`src/rtl/uart_pkg.sv`:
```
// ============================================================================
// uart_pkg : shared FSM encoding and ASCII digit bounds for uart_key_ctrl
// Revision : 1.0
// ============================================================================
`default_nettype none

package uart_pkg;

   typedef enum logic [1:0] {
      IDLE   = 2'd0,
      DECODE = 2'd1,
      PUSH   = 2'd2,
      DROP   = 2'd3
   } state_t;

   localparam logic [7:0] ASCII_0            = 8'h30;
   localparam logic [7:0] ASCII_9            = 8'h39;
   localparam int         DEFAULT_FIFO_DEPTH = 4;

endpackage

`default_nettype wire

```
`src/rtl/key_fifo.sv`:
```
// ============================================================================
// key_fifo : small FIFO with full/empty flags; push is accepted when full if
//            a pop happens in the same cycle
// Revision : 1.0
// ============================================================================
`default_nettype none

module key_fifo #(
   parameter int DEPTH = 4,
   parameter int WIDTH = 4
) (
   input  logic             clk,
   input  logic             reset,
   input  logic             push,
   input  logic [WIDTH-1:0] wdata,
   input  logic             pop,
   output logic [WIDTH-1:0] rdata,
   output logic             full,
   output logic             empty
);

   localparam int AW = $clog2(DEPTH);

   logic [WIDTH-1:0] mem [DEPTH];
   logic [AW-1:0]    wr_ptr;
   logic [AW-1:0]    rd_ptr;
   logic [AW:0]      count;
   logic             do_push;
   logic             do_pop;

   assign empty   = (count == '0);
   assign full    = (count == (AW+1)'(DEPTH));
   assign do_pop  = pop && !empty;
   assign do_push = push && (!full || do_pop);
   // Head is masked while empty so the output reads zero after reset
   assign rdata   = empty ? '0 : mem[rd_ptr];

   always_ff @(posedge clk) begin
      if (do_push) begin
         mem[wr_ptr] <= wdata;
      end
   end

   always_ff @(posedge clk) begin
      if (!reset) begin
         wr_ptr <= '0;
         rd_ptr <= '0;
         count  <= '0;
      end else begin
         if (do_push) wr_ptr <= wr_ptr + AW'(1);
         if (do_pop)  rd_ptr <= rd_ptr + AW'(1);
         count <= count + (AW+1)'(do_push) - (AW+1)'(do_pop);
      end
   end

endmodule

`default_nettype wire

```
`src/rtl/uart_key_ctrl.sv`:
```
// ============================================================================
// uart_key_ctrl : filters UART bytes to decimal digits and queues them as keys.
//                 UART_KEY_PARITY_DROP_EN: drop digits received with bad parity.
// Revision      : 1.0
// ============================================================================
`default_nettype none

module uart_key_ctrl
   import uart_pkg::*;
#(
   parameter int FIFO_DEPTH = DEFAULT_FIFO_DEPTH,
   parameter int CNT_W      = 8
) (
   input  logic             clk,
   input  logic             reset,
   input  logic [7:0]       rx_ascii,
   input  logic             rx_valid,
   input  logic             rx_parity_error,
   output logic [3:0]       key_code,
   output logic             key_valid,
   input  logic             key_ready,
   output logic [CNT_W-1:0] parity_err_cnt,
   output logic [CNT_W-1:0] drop_cnt,
   output logic             overflow
);

`ifdef UART_KEY_PARITY_DROP_EN
   localparam logic PARITY_DROP = 1'b1;
`else
   localparam logic PARITY_DROP = 1'b0;
`endif

   state_t     state;
   logic [7:0] hold_byte;
   logic       hold_par;
   logic       is_digit;
   logic       accept;
   logic       push;
   logic       full;
   logic       empty;
   logic       busy_drop;
   logic       full_drop;
   logic [1:0] drop_inc;

   function automatic logic [CNT_W-1:0] sat_add(input logic [CNT_W-1:0] a,
                                                input logic [1:0]       b);
      logic [CNT_W:0] s;
      s = {1'b0, a} + {{(CNT_W-1){1'b0}}, b};
      return s[CNT_W] ? '1 : s[CNT_W-1:0];
   endfunction

   assign is_digit  = (hold_byte >= ASCII_0) && (hold_byte <= ASCII_9);
   assign accept    = is_digit && !(PARITY_DROP && hold_par);
   assign push      = (state == PUSH);
   assign key_valid = !empty;
   assign busy_drop = rx_valid && (state != IDLE);
   assign full_drop = push && full && !(key_ready && key_valid);
   assign drop_inc  = {1'b0, busy_drop} + {1'b0, full_drop};

   always_ff @(posedge clk) begin
      if (!reset) begin
         state          <= IDLE;
         hold_byte      <= '0;
         hold_par       <= 1'b0;
         parity_err_cnt <= '0;
         drop_cnt       <= '0;
         overflow       <= 1'b0;
      end else begin
         case (state)
            IDLE: begin
               if (rx_valid) begin
                  hold_byte <= rx_ascii;
                  hold_par  <= rx_parity_error;
                  state     <= DECODE;
               end
            end
            DECODE:  state <= accept ? PUSH : DROP;
            PUSH:    state <= IDLE;
            DROP:    state <= IDLE;
            default: state <= IDLE;
         endcase
         parity_err_cnt <= sat_add(parity_err_cnt, {1'b0, (state == DECODE) && hold_par});
         drop_cnt       <= sat_add(drop_cnt, drop_inc);
         if (full_drop) overflow <= 1'b1;
      end
   end

   // ASCII '0'..'9' carry the digit value in their low nibble
   key_fifo #(
      .DEPTH (FIFO_DEPTH),
      .WIDTH (4)
   ) u_key_fifo (
      .clk   (clk),
      .reset (reset),
      .push  (push),
      .wdata (hold_byte[3:0]),
      .pop   (key_ready),
      .rdata (key_code),
      .full  (full),
      .empty (empty)
   );

endmodule

`default_nettype wire
```
`config.mk`:
```
export PLATFORM = sky130hd
export DESIGN_NAME = uart_key_ctrl
export DESIGN_NICKNAME = d
export VERILOG_FILES = /design/src/rtl/uart_pkg.sv /design/src/rtl/key_fifo.sv /design/src/rtl/uart_key_ctrl.sv
export SDC_FILE = /design/constraint.sdc
export NUM_CORES = 1
export LEC_CHECK = 0
export CORE_AREA = 2 2 67 69
export CTS_CLUSTER_DIAMETER = 40
export DETAILED_ROUTE_END_ITERATION = 10
export DIE_AREA = 0 0 69 71
export PLACE_DENSITY = 0.88
export SYNTH_ARGS = -nofsm -noshare
export SYNTH_HDL_FRONTEND = slang
export SYNTH_SLANG_ARGS = --single-unit
export TNS_END_PERCENT = 50
```
`constraint.sdc`:
```
create_clock -name clk -period 6.5 [get_ports clk]
set_input_delay 0.65 -clock clk [delete_from_list [all_inputs] [get_ports clk]]
set_output_delay 0.65 -clock clk [all_outputs]
set_load 0.03 [all_outputs]
```
# ---- Yosys cells after proc, flatten, opt, wreduce, memory -nomap -nowiden
# Memory sizes are Yosys's and may differ from the RTL's. A register that Yosys moved wholly into a read port is not among the register bits.
# Cells that the tools add are included.
dict set report totals {
  regBits 35
  ram_bits 16
  in_bits 13
  output_inout_bits 22
  wordCells 50
  mem_count 1
}
# memory depth word_bits read_ports rd_ports_with_merged_regs wr line
set memory_table {}
lappend memory_table {u_key_fifo.mem 4 4 1 1 1 key_fifo.sv:24} ;# logic [WIDTH-1:0] mem [DEPTH];
dict set report classes {
  addsub 7
  order_cmp 2
  n_eq_ne 5
  mux 10
  n_reduce_logical 16
}
# cell n
set op_table {}
lappend op_table {{8-bit two-way mux} 2}
lappend op_table {{8-bit by 1-bit adder with 9-bit output} 1}
lappend op_table {{8-bit by 2-bit adder with 9-bit output} 1}
lappend op_table {{8-bit by 6-bit greater-or-equal comparator with 1-bit output (second input constant)} 1}
lappend op_table {{8-bit by 6-bit <= comparator with 1-bit output (second input constant)} 1}
lappend op_table {{1-bit logical AND} 7}
lappend op_table {{2-bit two-way mux} 3}
lappend op_table {{2-bit one-hot mux with 3 select lines} 1}
lappend op_table {{2-bit by 1-bit adder with 2-bit output (second input constant)} 2}
lappend op_table {{2-bit == test (second input constant)} 2}
lappend op_table {{4-bit two-way mux} 1}
lappend op_table {{3-bit by 1-bit adder with 3-bit output} 1}
lappend op_table {{3-bit == test (second input constant)} 1}
lappend op_table {{1-bit logical NOT} 3}
lappend op_table {{3-bit logical NOT} 1}
lappend op_table {{1-bit two-way mux} 3}
lappend op_table {{3-bit by 1-bit subtractor with 3-bit output} 1}
lappend op_table {{1-bit by 1-bit adder with 2-bit output} 1}
lappend op_table {{2-bit by 1-bit == test with 1-bit output (second input constant)} 1}
lappend op_table {{2-bit logical NOT} 1}
lappend op_table {{2-bit inequality test (second input constant)} 1}
lappend op_table {{2-bit AND reduction} 1}
lappend op_table {{2-bit nonzero test} 1}
lappend op_table {{2-bit OR reduction} 1}
lappend op_table {{1-bit logical OR} 1}

# ---- Longest topological paths before layout
# Gate-level depths: netlist (run 1).
dict set report logic_depth {
  depth_word 8
  mapped_depth 10
  mapped_depth_nobuf 10
}

# ---- Cells and area by module
# Synthesis (run 1) repeated with hierarchy kept, for this count alone.
dict set report hier_totals {
  cells_unflattened 196
  hier_area_um2 2289.7
}
# mod instances cells_each area_each_um2 seq_area_each_um2
set modules_own_cells {}
lappend modules_own_cells {uart_key_ctrl 1 125 1213.7 560.5}
lappend modules_own_cells {key_fifo 1 71 1076.0 660.6}

# ---- Worst setup path after synthesis (run 1)
# Ideal clock, no wire load.
dict set report synth_path {
  kind {input -> register}
  from {input port key_ready}
  to {register drop_cnt[7]}
  setup_ns 0.116
  arrival_ns 2.386
  t_required_ns 6.384
  setup_slack_ns 3.998
  stages 6
  n_path_buf 0
  cell_sequence {nor4b_2 > nand2_1 > fa_1 > nand4b_2 > or4b_1 > o211a_1}
}
dict set report synth_between {
  elab_chain_cells 6
}
# element line
set synth_lines {}
lappend synth_lines {{start: declaration} uart_key_ctrl.sv:21} ;# input logic key_ready,
lappend synth_lines {{1-bit logical AND} uart_key_ctrl.sv:57} ;# assign full_drop = push && full && !(key_ready && key_valid);
lappend synth_lines {{1-bit logical NOT} uart_key_ctrl.sv:57}
lappend synth_lines {{1-bit logical AND} uart_key_ctrl.sv:57}
lappend synth_lines {{1-bit by 1-bit adder with 2-bit output} uart_key_ctrl.sv:58} ;# assign drop_inc = {1'b0, busy_drop} + {1'b0, full_drop};
lappend synth_lines {{8-bit by 2-bit adder with 9-bit output} uart_key_ctrl.sv:48} ;# s = {1'b0, a} + {{(CNT_W-1){1'b0}}, b};
lappend synth_lines {{8-bit two-way mux} uart_key_ctrl.sv:49} ;# return s[CNT_W] ? '1 : s[CNT_W-1:0];
lappend synth_lines {{end signal: assignment} uart_key_ctrl.sv:83} ;# drop_cnt <= sat_add(drop_cnt, drop_inc);
lappend synth_lines {{end: declaration} uart_key_ctrl.sv:23} ;# output logic [CNT_W-1:0] drop_cnt,
# Every way passes these cells.
# A chain may end at the register's enable or synchronous reset.

# ---- Worst setup path after layout (run 1)
dict set report layout_path {
  from {input port key_ready}
  to {register drop_cnt[0]}
}
# Same word-level chain as after synthesis.

==> out/metrics.yaml, run 1 <==
drt_iter0_drc: 71
ioPinCount: 35
tritoncts: "done"
regToRegStartpoint: "u_key_fifo.count[1]"
cellPowerDensity_nw_per_um2: 307.5
p_total_mw: 0.8619
slowest_delay_ps: 470
hold_viol_final: 0
rr_worst_depth: 8
layout-drive-gt1-share_pct: 7.563
crit_fanout: 5
cp-end-kind: "flip-flop"
path_class: "in2reg"
ys_types: 40
num-fill-cells: 320
crit_family: "simple AND/OR/NAND/NOR gates"
rows: 24
syn-num-nets: 223
final_cell_mix: "dfxtp_1 (37), clkdlybuf4s50_1 (34), nor2_1 (19)"
cts_hold_buf: 0
path_buf_inv: 2
crit_end: "drop_cnt[0]"
leakage_nw: 1.082
r2r_setup_slack_ps: 3830
status: "finished clean"
fin_skew_ps: 6.763
regArea_um2: 1221
avgSynthCellArea_um2: 11.42
drc: 0
postCtsSetupBuffers: 0
grt_pass1_wl_um: 6734
dp.cells: 282
rsz0062_at_grt: "no"
cp.depth: 9
grt_pass1_vias: 1485
tightest_slew_ps: 699.8
syn_area_um2: 2272
area_growth_pct: 23.35
max_freq_mhz: 329.4
multiInputGateArea_um2: 989.7
fin_cells: 290
antenna_cells: 0
clkTransAtPathRegs_ps: 90
arrival_ps: 3240
cp_cell_sequence: "clkdlybuf4s50_1 -> nor4b_2 -> nand2_1 -> fa_1 -> inv_1 -> ha_1 -> and4_1 -> nand4_1 -> a21oi_1"
place_area_um2: 2669
setup_viol: 0
coreArea_um2: 4204
final_util_pct: 66.67
post-dp-hpwl_um: 3015
cts.htree.levels: 2
finalSetupTns_ps: 0
start_util_pct: 54.05
grt_use_total_pct: 17.52
grt_overflow: 0
portBuffers: 34
vias_per_cell: 5.524
min_period_ps: 3036
critPathLaunchType: "input port"
grt_max_degree: 27
dieArea_um2: 4899
pre_cts_ws_ps: 3191
clk_latency_ps: 300
ys_ff_latch: 53
max-cap-violations: 0
irDropWorstVdd_mv: 0.1520
place_congestion: 0.7633
synthCells: 199
min_path_type: "reg2reg"
clk_path_buf_depth: 2
antenna_found_initial: 0
wl_um: 4136
final_common_cell: "dfxtp_1"
antenna_left: 0
synth_warnings: 0
finalNetCount: 261
maxSlewHeadroom_pct: 53.06
fin_area_um2: 2803
hold_ws_ps: 492.9
fin_crit_sh_pct: 46.70
postCtsResizedCells: 0
cts-root-buf: "clkbuf_8"
numCtsBuffers: 5
crit_slowest_cell: "clkdlybuf4s50_1"
wire_per_inst_um: 14.26
setup_slack_ps: 3464
numClockSinks: 53
fp.dieH_um: 71
dr.pass1.iters: 4
crit_start: "key_ready"
seq_area_frac_synth_pct: 53.74
die_w_um: 69
crit_required_ps: 6710
dr_total_vias: 1602
r2r_end: "drop_cnt[0]"
maxSlewViolCount: 0
[worst min-delay path by stage]
stage / startpoint / end / cells after the start
after floorplan: hold_byte[0] / u_key_fifo.mem[0][0] / 0
after global placement: overflow / overflow / 2
after detailed placement: overflow / overflow / 2
after CTS: overflow / overflow / 2
after global routing: parity_err_cnt[4] / parity_err_cnt[4] / 1
final: overflow / overflow / 2
[worst min-delay path, delay by kind of cell, from the launching register on]
kind,cells,cell delay [ps]
AND/OR/NAND/NOR,1,70
flip-flops,1,350
AO/OA/AOI/OAI,1,50
[power by group]
group	switching [mW]	total, mW	internal (mW)
sequential	0.0294	0.394	0.364
combinational	0.114	0.214	0.100
clock	0.101	0.254	0.153
[registers in the layout (all words and copies together) (netlist names), named ones only]
signal and count:
u_key_fifo.mem 16, drop_cnt 8, hold_byte 8, parity_err_cnt 8, u_key_fifo.count 3, state 2, u_key_fifo.rd_ptr 2, u_key_fifo.wr_ptr 2
hold_par 1, overflow 1
[layer usage]
layer / vias up / wire length, µm / global-route usage, % / part of all wire [%]
li1: 797 / - / - / -
met1: 750 / 1739 / 18.98 / 42
met2: 47 / 2120 / 31.41 / 51
met3: 8 / 206 / 5.840 / 5.0
met4: 0 / 69 / 7.407 / 1.7
met5: - / 0 / 0 / 0
[cells by family after synthesis]
family / share of synthesized area, %
mux: 7.930
simple gates: 18.06
flops: 53.74
compound gates: 8.536
buf+inv: 2.698
fa+ha+maj: 6.718
xor+xnor: 2.313
[Yosys cell counts]
cell	number	area, µm²
a21oi_1	12	60.06
a31oi_1	3	18.77
and2_1	2	12.51
and3_1	5	31.28
and3_2	1	7.510
and4_1	3	26.28
and4b_1	2	20.02
buf_2	1	5.000
clkbuf_1	3	11.26
clkinv_1	1	3.750
dfxtp_1	37	740.7
edfxtp_1	16	480.5
fa_1	2	40.04
ha_1	9	112.6
inv_1	11	41.29
mux2i_1	9	90.09
mux4_2	4	90.09
nand2_1	4	15.01
nand2b_1	1	6.260
nand3_1	7	35.03
nand3b_1	1	7.510
nand4_1	2	12.51
nand4b_2	1	15.01
nor2_1	19	71.32
nor2b_1	5	31.28
nor3_1	4	20.02
nor3_2	1	10.01
nor3b_1	2	15.01
nor4b_1	1	8.760
nor4b_2	1	15.01
o211a_1	2	20.02
o21a_1	5	37.54
o21ai_0	8	40.04
o311ai_0	1	8.760
o31a_1	1	8.760
or3_1	2	12.51
or3_2	1	7.510
or4b_1	3	30.03
xnor2_1	2	17.52
xor2_1	4	35.03
[cell type report]
class,instances,area share [%]
Sequential cell,53,43.57
Multi-Input combinational cell,130,35.31
Timing Repair Buffer,35,12.41
Clock buffer,5,2.455
Clock inverter,3,2.321
Tap cell,52,2.321
Inverter,12,1.607
Note: power is estimated with default switching activity, not from simulation.
==> run 2, diff against run 1 <==
--- a/config.mk
+++ b/config.mk
@@ -5,11 +5,11 @@
 export SDC_FILE = /design/constraint.sdc
 export NUM_CORES = 1
 export LEC_CHECK = 0
-export CORE_AREA = 2 2 67 69
+export CORE_AREA = 2 2 69 71
 export CTS_CLUSTER_DIAMETER = 40
 export DETAILED_ROUTE_END_ITERATION = 10
-export DIE_AREA = 0 0 69 71
-export PLACE_DENSITY = 0.88
+export DIE_AREA = 0 0 71 73
+export PLACE_DENSITY = 0.84
 export SYNTH_ARGS = -nofsm -noshare
 export SYNTH_HDL_FRONTEND = slang
 export SYNTH_SLANG_ARGS = --single-unit
==> constraint.sdc (replaced) <==
create_clock -name clk -period 3.1 [get_ports clk]
set_input_delay 0.31 -clock clk [delete_from_list [all_inputs] [get_ports clk]]
set_output_delay 0.31 -clock clk [all_outputs]
set_load 0.03 [all_outputs]
==> run 2 against run 1 <==
  * Worst hold slack better by 7.9 ps
  * Worst setup slack lost 2700 ps
  * Combinational power up 110%
  * Sequential power grew 110%
  * Power increased by 110%
  * Clock-buffer cell count stayed put
  * Register-to-register slack worse by 3100 ps
  * Clock skew about the same
  * Sequential cell count stayed put
  * Sequential share of layout area is 0.35 points lower
  * Critical endpoint is now u_key_fifo.count[2]
  * Highest routed layer unchanged
==> out/metrics.yaml, run 2 (synthesized netlist as in run 1, its figures left out) <==
status: "finished clean"
postCtsSetupBuffers: 0  # unchanged
grt_use_total_pct: 17.26  # -0.26 points
rows: 25  # +4.2%
final_util_pct: 62.29  # -4.4 points
final_cell_mix: "dfxtp_1 (37), clkdlybuf4s50_1 (34), nor2_1 (19)"
area_growth_pct: 24.34
antenna_found_initial: 0  # unchanged
dieArea_um2: 5183  # +5.8%
setup_slack_ps: 732.7  # -2732 ps
cellPowerDensity_nw_per_um2: 644.1  # +110%
tightest_slew_ps: 865.9  # +166.1 ps
min_period_ps: 2367
place_area_um2: 2691  # +0.84%
dp.cells: 286  # +1.4%
die_w_um: 71  # +2.9%
antenna_cells: 0  # unchanged
path_class: "reg2reg"
wl_um: 4018  # -2.9%
dr_total_vias: 1594  # -0.50%
hold_ws_ps: 500.8  # +7.870 ps
maxSlewViolCount: 0  # unchanged
post-dp-hpwl_um: 2920  # -3.1%
max-cap-violations: 0  # unchanged
crit_fanout: 8  # +3
drc: 0  # unchanged
layout-drive-gt1-share_pct: 8.750  # +1.2 points
arrival_ps: 2600  # -640 ps
cts_hold_buf: 0  # unchanged
clkTransAtPathRegs_ps: 90  # about the same
rsz0062_at_grt: "no"
setup_viol: 0  # unchanged
grt_pass1_vias: 1550  # +4.4%
portBuffers: 34  # unchanged
final_common_cell: "dfxtp_1"
fin_skew_ps: 6.582  # -0.1806 ps
dr.pass1.iters: 4  # unchanged
grt_max_degree: 26  # -3.7%
numCtsBuffers: 5  # unchanged
crit_required_ps: 3330  # -3380 ps
grt_overflow: 0  # unchanged
slowest_delay_ps: 450  # -20 ps
critPathLaunchType: "flip-flop"
fin_crit_sh_pct: 76.36
numClockSinks: 53  # unchanged
fin_cells: 294  # +1.4%
max_freq_mhz: 422.4
fin_area_um2: 2825  # +0.80%
regToRegStartpoint: "u_key_fifo.count[1]"
leakage_nw: 1.095  # +1.2%
vias_per_cell: 5.422  # -1.9%
postCtsResizedCells: 0  # unchanged
cp_cell_sequence: "nor3_2 -> nor2_1 -> ha_1 -> inv_1 -> ha_1 -> inv_1 -> fa_1 -> xor2_1 -> and2_1 -> nor3_1"
cts-root-buf: "clkbuf_8"
finalSetupTns_ps: 0  # unchanged
maxSlewHeadroom_pct: 42.02  # -11 points
tritoncts: "done"
drt_iter0_drc: 67  # -5.6%
grt_pass1_wl_um: 7003  # +4.0%
antenna_left: 0  # unchanged
fp.dieH_um: 73  # +2.8%
crit_slowest_cell: "nor3_2"
regMostFlops: "u_key_fifo.mem"
start_util_pct: 50.10  # -4.0 points
cp-end-kind: "flip-flop"
wire_per_inst_um: 13.67  # -4.2%
coreArea_um2: 4536  # +7.9%
min_path_type: "reg2reg"
irDropWorstVdd_mv: 0.3159  # +110%
largest_reg_flops: 16  # unchanged
min_from: "overflow"
p_total_mw: 1.820  # +110%
finalNetCount: 263  # +0.77%
hold_viol_final: 0  # unchanged
ioPinCount: 35  # unchanged
cts.htree.levels: 2  # unchanged
place_congestion: 0.8101  # +6.1%
crit_start: "u_key_fifo.count[1]"
clk_latency_ps: 300  # about the same
clk_path_buf_depth: 2  # unchanged
pre_cts_ws_ps: 444.1  # -2747 ps
run 2: layer usage:
| layer | share of wire (%) | wire length, µm | up-vias | global-route usage [%] |
|---|---|---|---|---|
| li1 | - | - | 802 | - |
| met1 | 44 | 1765 | 754 | 21.14 |
| met2 | 51 | 2047 | 31 | 29.80 |
| met3 | 3.3 | 133 | 7 | 3.315 |
| met4 | 1.8 | 72 | 0 | 7.547 |
| met5 | 0 | 0 | - | 0 |
run 2: power breakdown:
part / switching [mW] / total (mW) / internal [mW]
sequential: 0.0622 / 0.826 / 0.764
combinational: 0.238 / 0.456 / 0.218
clock: 0.217 / 0.538 / 0.321
run 2: layout make-up:
cell class,instances,area [µm²]
repair buffers,37,362.8
inverters,12,45.04
clock inverters,3,65.06
clock buffers,5,68.82
fillers,374,1710
multi-input cells,130,994.7
flip-flops and latches,53,1221
well taps,54,67.56
run 2: worst max-delay path: cells and delay by family, from the launching register on:
kind	cells	cell delay (ps)
XOR/XNOR	1	160
buffers and inverters	2	100
adder cells (fa/ha/maj)	3	820
flip-flops	1	400
AND/OR/NAND/NOR	4	830
run 2: final timing paths:
| kind | to | slack (ps) | cells past startpoint |
|---|---|---|---|
| max reg2reg | u_key_fifo.count[2] | 730 | 10 |
| min reg2reg | overflow | 500 | 2 |
| min | overflow | 500 | 2 |
| max | u_key_fifo.count[2] | 730 | 10 |
